<file path="src/rtl/gnr_attractor_ctrl_if.sv">
// Purpose : bundle of the controller's node-control lines and its result
//           channel, shared between the controller (master) and the
//           network nodes plus result consumer (slave).
// Signals :
//   reset_nos, init_state, start_s0, start_s1  controller -> nodes
//   s0_vec, s1_vec                             nodes -> controller
//   res_valid, res_init, res_steps,
//   res_period, res_timeout                    controller -> consumer
//   res_ready                                  consumer -> controller
interface gnr_attractor_ctrl_if #(
  parameter int NUM_NODES = 8,
  parameter int CNT_W     = 16
);
  logic                 reset_nos;
  logic [NUM_NODES-1:0] init_state;
  logic                 start_s0;
  logic                 start_s1;
  logic [NUM_NODES-1:0] s0_vec;
  logic [NUM_NODES-1:0] s1_vec;
  logic                 res_valid;
  logic                 res_ready;
  logic [NUM_NODES-1:0] res_init;
  logic [CNT_W-1:0]     res_steps;
  logic [CNT_W-1:0]     res_period;
  logic                 res_timeout;

  modport master (
    output reset_nos, init_state, start_s0, start_s1,
    input  s0_vec, s1_vec,
    output res_valid, res_init, res_steps, res_period, res_timeout,
    input  res_ready
  );

  modport slave (
    input  reset_nos, init_state, start_s0, start_s1,
    output s0_vec, s1_vec,
    input  res_valid, res_init, res_steps, res_period, res_timeout,
    output res_ready
  );
endinterface

</file>
<file path="src/rtl/gnr_attractor_ctrl.sv">
// Purpose : sequencer and tortoise/hare attractor detector for one
//           gene-regulatory-network instance. Sweeps every initial state,
//           measures transient step count and attractor period for each,
//           and hands one result per initial state to the consumer.
// Ports   :
//   clk    clock
//   rst    synchronous active-high reset
//   start  begin a sweep (only looked at in IDLE)
//   busy   high whenever the FSM is not in IDLE
//   done   one-cycle pulse after the last result is accepted
//   bus    node-control lines and result channel (master side)
//
// state | meaning
// ------+-----------------------------------------------------------
// IDLE  | waiting for start
// LOAD  | reset_nos pulse, nodes load init_state
// STEP  | hare steps; tortoise steps too except on the first step
// CMP   | compare s0/s1 after a step, check step limit
// PSTEP | hare steps alone around the attractor
// PCMP  | compare s0/s1 after a period step, check period limit
// OUT   | result held until the consumer accepts it
module gnr_attractor_ctrl #(
  parameter int NUM_NODES = 8,
  parameter int CNT_W     = 16,
  parameter int MAX_STEPS = 1000
) (
  input  logic                 clk,
  input  logic                 rst,
  input  logic                 start,
  output logic                 busy,
  output logic                 done,
  gnr_attractor_ctrl_if.master bus
);

  localparam logic [NUM_NODES-1:0] LAST_INIT = '1;
  localparam logic [CNT_W-1:0]     MAX_CNT   = CNT_W'(MAX_STEPS);

  typedef enum logic [2:0] {
    S_IDLE, S_LOAD, S_STEP, S_CMP, S_PSTEP, S_PCMP, S_OUT
  } state_t;

  state_t               r_state, w_next;
  logic [NUM_NODES-1:0] r_init_cnt;
  logic [CNT_W-1:0]     r_step_cnt;
  logic [CNT_W-1:0]     r_period_cnt;
  logic                 r_first;
  logic                 r_done;
  logic                 r_res_valid;
  logic [NUM_NODES-1:0] r_res_init;
  logic [CNT_W-1:0]     r_res_steps;
  logic [CNT_W-1:0]     r_res_period;
  logic                 r_res_timeout;

  logic w_match, w_hs, w_res_load, w_res_to;

  assign w_match = (bus.s0_vec == bus.s1_vec);
  assign w_hs    = (r_state == S_OUT) && r_res_valid && bus.res_ready;

  always_comb begin
    w_next     = r_state;
    w_res_load = 1'b0;
    w_res_to   = 1'b0;
    case (r_state)
      S_IDLE:  if (start) w_next = S_LOAD;
      S_LOAD:  w_next = S_STEP;
      S_STEP:  w_next = S_CMP;
      S_CMP: begin
        if (w_match) begin
          w_next = S_PSTEP;
        end else if (r_step_cnt == MAX_CNT) begin
          w_next     = S_OUT;
          w_res_load = 1'b1;
          w_res_to   = 1'b1;
        end else begin
          w_next = S_STEP;
        end
      end
      S_PSTEP: w_next = S_PCMP;
      S_PCMP: begin
        if (w_match) begin
          w_next     = S_OUT;
          w_res_load = 1'b1;
        end else if (r_period_cnt == MAX_CNT) begin
          w_next     = S_OUT;
          w_res_load = 1'b1;
          w_res_to   = 1'b1;
        end else begin
          w_next = S_PSTEP;
        end
      end
      S_OUT: begin
        if (w_hs) w_next = (r_init_cnt == LAST_INIT) ? S_IDLE : S_LOAD;
      end
      default: w_next = S_IDLE;
    endcase
  end

  always_ff @(posedge clk) begin
    if (rst) begin
      r_state       <= S_IDLE;
      r_init_cnt    <= '0;
      r_step_cnt    <= '0;
      r_period_cnt  <= '0;
      r_first       <= 1'b0;
      r_done        <= 1'b0;
      r_res_valid   <= 1'b0;
      r_res_init    <= '0;
      r_res_steps   <= '0;
      r_res_period  <= '0;
      r_res_timeout <= 1'b0;
    end else begin
      r_state <= w_next;
      r_done  <= 1'b0;
      case (r_state)
        S_IDLE:  if (start) r_init_cnt <= '0;
        S_LOAD: begin
          r_step_cnt <= '0;
          r_first    <= 1'b1;
        end
        S_STEP: begin
          r_step_cnt <= r_step_cnt + 1'b1;
          r_first    <= 1'b0;
        end
        S_CMP:   if (w_match) r_period_cnt <= '0;
        S_PSTEP: r_period_cnt <= r_period_cnt + 1'b1;
        S_OUT: begin
          if (w_hs) begin
            r_res_valid <= 1'b0;
            if (r_init_cnt == LAST_INIT) r_done <= 1'b1;
            else                         r_init_cnt <= r_init_cnt + 1'b1;
          end
        end
        default: ;
      endcase
      // Result is captured on the transition into OUT and then frozen.
      if (w_res_load) begin
        r_res_valid   <= 1'b1;
        r_res_init    <= r_init_cnt;
        r_res_steps   <= r_step_cnt;
        r_res_period  <= w_res_to ? '0 : r_period_cnt;
        r_res_timeout <= w_res_to;
      end
    end
  end

  assign bus.reset_nos   = (r_state == S_LOAD);
  assign bus.init_state  = r_init_cnt;
  assign bus.start_s1    = (r_state == S_STEP) || (r_state == S_PSTEP);
  // The first step after a load advances the hare only.
  assign bus.start_s0    = (r_state == S_STEP) && !r_first;
  assign bus.res_valid   = r_res_valid;
  assign bus.res_init    = r_res_init;
  assign bus.res_steps   = r_res_steps;
  assign bus.res_period  = r_res_period;
  assign bus.res_timeout = r_res_timeout;
  assign busy            = (r_state != S_IDLE);
  assign done            = r_done;

endmodule

</file>
<file path="src/flat_wrapper.sv">
// flat-port wrapper written by rule: the top's interface ports become plain ports
module gnr_attractor_ctrl_flat 
#(
  parameter int NUM_NODES = 8,
  parameter int CNT_W     = 16,
  parameter int MAX_STEPS = 1000
)
  (clk, rst, start, busy, done, bus_reset_nos, bus_init_state, bus_start_s0, bus_start_s1, bus_s0_vec, bus_s1_vec, bus_res_valid, bus_res_init, bus_res_steps, bus_res_period, bus_res_timeout, bus_res_ready);
  gnr_attractor_ctrl_if #(.NUM_NODES(NUM_NODES), .CNT_W(CNT_W)) bus_i ();
  input  logic clk;
  input  logic rst;
  input  logic start;
  output logic busy;
  output logic done;
  output wire logic [$bits(bus_i.reset_nos)-1:0] bus_reset_nos;
  output wire logic [$bits(bus_i.init_state)-1:0] bus_init_state;
  output wire logic [$bits(bus_i.start_s0)-1:0] bus_start_s0;
  output wire logic [$bits(bus_i.start_s1)-1:0] bus_start_s1;
  input wire logic [$bits(bus_i.s0_vec)-1:0] bus_s0_vec;
  input wire logic [$bits(bus_i.s1_vec)-1:0] bus_s1_vec;
  output wire logic [$bits(bus_i.res_valid)-1:0] bus_res_valid;
  output wire logic [$bits(bus_i.res_init)-1:0] bus_res_init;
  output wire logic [$bits(bus_i.res_steps)-1:0] bus_res_steps;
  output wire logic [$bits(bus_i.res_period)-1:0] bus_res_period;
  output wire logic [$bits(bus_i.res_timeout)-1:0] bus_res_timeout;
  input wire logic [$bits(bus_i.res_ready)-1:0] bus_res_ready;
  assign bus_reset_nos = bus_i.reset_nos;
  assign bus_init_state = bus_i.init_state;
  assign bus_start_s0 = bus_i.start_s0;
  assign bus_start_s1 = bus_i.start_s1;
  assign bus_i.s0_vec = bus_s0_vec;
  assign bus_i.s1_vec = bus_s1_vec;
  assign bus_res_valid = bus_i.res_valid;
  assign bus_res_init = bus_i.res_init;
  assign bus_res_steps = bus_i.res_steps;
  assign bus_res_period = bus_i.res_period;
  assign bus_res_timeout = bus_i.res_timeout;
  assign bus_i.res_ready = bus_res_ready;
  gnr_attractor_ctrl #(.NUM_NODES(NUM_NODES), .CNT_W(CNT_W), .MAX_STEPS(MAX_STEPS)) u_core (.clk(clk), .rst(rst), .start(start), .busy(busy), .done(done), .bus(bus_i));
endmodule
</file>
<file path="config.mk">
export PLATFORM = sky130hd
export DESIGN_NAME = gnr_attractor_ctrl_flat
export DESIGN_NICKNAME = d
export VERILOG_FILES = /design/src/rtl/gnr_attractor_ctrl_if.sv /design/src/rtl/gnr_attractor_ctrl.sv /design/src/flat_wrapper.sv
export SDC_FILE = /design/constraint.sdc
export NUM_CORES = 1
export LEC_CHECK = 0
export ABC_AREA = 1
export CELL_PAD_IN_SITES_DETAIL_PLACEMENT = 0
export CELL_PAD_IN_SITES_GLOBAL_PLACEMENT = 1
export CORE_AREA = 3 3 115 117
export DETAILED_ROUTE_END_ITERATION = 10
export DIE_AREA = 0 0 118 120
export MAX_ROUTING_LAYER = met4
export PLACE_DENSITY_LB_ADDON = 0.1
export SETUP_SLACK_MARGIN = 0.4
export SYNTH_ARGS = -nofsm -noshare
export SYNTH_HDL_FRONTEND = slang
export SYNTH_SLANG_ARGS = --single-unit
export TNS_END_PERCENT = 50
</file>
<file path="constraint.sdc">
create_clock -name clk -period 2 [get_ports clk]
set_clock_uncertainty 0.05 [all_clocks]
set_input_delay 0.4 -clock clk [delete_from_list [all_inputs] [get_ports clk]]
set_output_delay 0.4 -clock clk [all_outputs]
set_load 0.01 [all_outputs]
</file>
==> impl_metrics.csv <==
group,metric,value,unit
status,status,"finished clean",
route,vias,4854,
route,wire_per_inst,14.1,µm
synthesis,synth_edf_count,0,
synthesis,syn_nets,727,
synthesis,ys_seq_elements,87,
setup_path,r2r_slack,300,ps
clocking,clk_pin_slew,60,ps
setup_path,slowest_delay,550,ps
timing,fmax,580,MHz
pwr,ir_worst_vdd,0.000350,V
pwr,p_seq_share,42.4,%
setup_path,worstPathRequired,1550,ps
clocking,cts_tree,"built",
synthesis,avgSynthCellArea,6.56,µm²
clocking,clk_latency,340,ps
synthesis,synth_common_cells,"nand2_1 (187), inv_1 (97), dfxtp_1 (87), nor2_1 (71), a21oi_1 (52)",
final_layout,fin_nets,864,
timing,slew_headroom,77.9,%
route,drt_iter0_markers,240,
timing,post-route-period-util,86.3,%
timing,hold_viol,0,
clocking,cts_max_path_buffers,2,
setup_path,cpLargestDelayFamily,"buffers and inverters",
placed_design,dp.cells,949,
clocking,numCtsBuffers,9,
placed_design,hpwl,9.08,mm
setup_path,crit_path_top_delay_cell,"clkdlybuf4s50_1",
synthesis,netlist_top_cells_area,"dfxtp_1 (38%), nand2_1 (15%), inv_1 (7.9%)",
final_layout,area_growth,57.9,%
setup_path,worst-path-max-fanout,2,
min_path,hp-class,"reg2reg",
clocking,ctsHtreeMaxLevel,3,
placed_design,port_buffers,74,
floorplan,core_area,12500,µm²
pwr,pwr-share-clk,41.0,%
floorplan,start_util,36.9,%
synthesis,syn_inst,702,
synthesis,synth.most_common_cell,"nand2_1",
synthesis,yosysUniqueCellTypes,37,
setup_path,reg2regPathDepth,10,
clocking,cts_hold_buffers,0,
global_route,grt_max_degree,46,
job,drv_cap,0,
setup_path,rr_startpoint,"u_core.r_state[1]$_SDFFE_PP0P_",
setup_path,crit_arrival,1280,ps
placed_design,post_dp_cell_area,5680,µm²
floorplan,rows,41,
pwr,p_switching,1.15,mW
timing,finalCriticalPeriod,1730,ps
route,routed_wl,14.3,mm
global_route,grt_pass1_wl,22.3,mm
final_layout,final_area,7270,µm²
timing,report.final.slew_viol_count,0,
final_layout,final_util,58.3,%
global_route,grt_pass1_vias,4539,
synthesis,synthDominantCellAreaShare,37.8,%
setup_path,cp_num_cells,1,
timing,rsz0062_at_grt,"yes",
timing,finalHoldWorstSlack,434,ps
route,met3_length,424,µm
setup_path,crit_buf_inv,1,
floorplan,die_w,118,µm
route,dr.max_layer_used,"met4",
final_layout,antenna_cells,0,
pwr,p_total,4.30,mW
floorplan,io_pins,75,
pwr,cellLeakagePower,3.11,nW
global_route,antenna_found_initial,0,
floorplan,die_area,14200,µm²
pwr,pwr-share-comb,16.6,%
synthesis,synth_flop_cell,"dfxtp_1",
timing,finalSetupViolCount,0,
setup_path,critPathLaunchType,"register",
placed_design,place.gp.congestion,0.888,
setup_path,path_cells,"clkdlybuf4s50_1",
setup_path,r2r_end,"u_core.bus.res_steps[13]$_SDFFE_PP0P_",
setup_path,endpoint,"bus_res_timeout",
final_layout,instances_no_fill,1016,
pwr,p_int,3.15,mW
synthesis,syn_area,4600,µm²
route,ant_nets,0,
final_layout,drive_above_1_share,33.9,%
synthesis,yosys_warnings,0,
pwr,p_sw_share,26.7,%
synthesis,post-synth-top-area-cell,"dfxtp_1",
synthesis,async_flop_share,0,%
route,wl_met2,7.26,mm
clocking,cts-root-buf,"clkbuf_16",
pwr,p_per_area,591,nW/µm²
floorplan,die_y,120,µm
synthesis,yosysSeqAreaShare,37.8,%
timing,worst_slew_pin_slew,330,ps
setup_path,path_class,"reg2out",
global_route,grt_usage,19.7,%
global_route,grt.overflow.total,0,
clocking,cts_sinks,87,
route,drtPass1Iterations,4,
route,viasPerCell,4.78,
route,drc,0,
route,wl_met1,6.25,mm
setup_path,crit_path_end_kind,"output port",
setup_path,crit_path_start,"u_core.bus.res_timeout$_SDFFE_PP0P_",
-- worst min path at each step --
stage                                                    from  cells past startpoint  slack, ps                             endpoint
after floorplan            u_core.r_step_cnt[14]$_SDFFE_PP0P_                      2        390   u_core.r_step_cnt[14]$_SDFFE_PP0P_
after global placement            u_core.r_first$_SDFFE_PP0P_                      2        400          u_core.r_first$_SDFFE_PP0P_
after detailed placement          u_core.r_first$_SDFFE_PP0P_                      2        410          u_core.r_first$_SDFFE_PP0P_
after CTS                 u_core.r_period_cnt[0]$_SDFFE_PP0P_                      1        420  u_core.r_period_cnt[0]$_SDFFE_PP0P_
after global routing       u_core.r_step_cnt[14]$_SDFFE_PP0P_                      2        460   u_core.r_step_cnt[14]$_SDFFE_PP0P_
final                      u_core.r_step_cnt[14]$_SDFFE_PP0P_                      2        430   u_core.r_step_cnt[14]$_SDFFE_PP0P_
-- through the flow --
stage | setup WS, ps | TNS [ps]
after floorplan | 410 | 0
after global placement | -101 | -4390
after detailed placement | -148 | -5500
after CTS | 248 | 0
after global routing | 243 | 0
final | 274 | 0
-- metal layers --
metal / up-vias / track usage [%]
met5: - / -
met4: 0 / 6.67
met3: 30 / 2.69
met2: 86 / 33.7
met1: 2228 / 24.0
li1: 2510 / -
-- power groups by stage --
stage                     clock network, mW  registers, mW  logic [mW]
after floorplan                           0           1.84       0.308
final                                  1.76           1.82       0.715
after CTS                              1.80           1.82       0.637
after global placement                    0           1.84       0.559
after detailed placement                  0           1.84       0.561
after global routing                   1.86           1.82       0.796
-- kinds of logic (layout without fill, tap and decap cells) --
logic type	after synthesis	in the layout	share of synthesized area (%)
AOI/OAI and AO/OA	84	84	9.87
xor gates and xnor gates	8	8	1.52
adders and majority gates	5	5	1.36
buffers and inverters	144	286	13.1
DFF	87	87	37.8
and+or+nand+nor	374	374	36.3
-- flip-flops by register name, summed over array words and instances (netlist names) --
name,count
u_core.bus.res_period,16
u_core.bus.res_steps,16
u_core.r_period_cnt,16
u_core.r_step_cnt,16
u_core.bus.init_state,8
u_core.bus.res_init,8
u_core.r_state,3
u_core.bus.res_timeout,1
u_core.bus.res_valid,1
u_core.done,1
u_core.r_first,1
-- layout by cell type, fill, tap and decap left out, drive strengths merged, types with 14 or more instances in the layout --
cell | Yosys | final
dfxtp | 87 | 87
nand3 | 51 | 51
nand4 | 37 | 37
buf | 14 | 76
nor3 | 14 | 14
clkbuf | 11 | 23
o21ai | 23 | 23
nor2 | 78 | 78
clkdlybuf4s50 | 0 | 44
nand2 | 189 | 189
clkinv | 19 | 14
inv | 100 | 102
a21oi | 54 | 54
-- final cells by class --
| type | instances | area, µm² |
|---|---|---|
| clock buffer | 14 | 274 |
| fill | 1209 | 5200 |
| timing repair buffer | 150 | 1620 |
| inverter | 119 | 474 |
| clock inverter | 2 | 37.5 |
| timing repair inverter | 1 | 7.51 |
| multi-input combinational | 471 | 2840 |
| sequential | 87 | 1800 |
| tap | 172 | 215 |
-- what timing repair did --
| action | in CTS | in global routing |
|---|---|---|
| pin swaps | 34 | 54 |
| endpoints found under the setup margin | 133 | 124 |
| gates resized for setup | 140 | 174 |
| setup buffers | 22 | 21 |
| cloned | 3 | 5 |
Note: power is estimated with default switching activity, not from simulation.
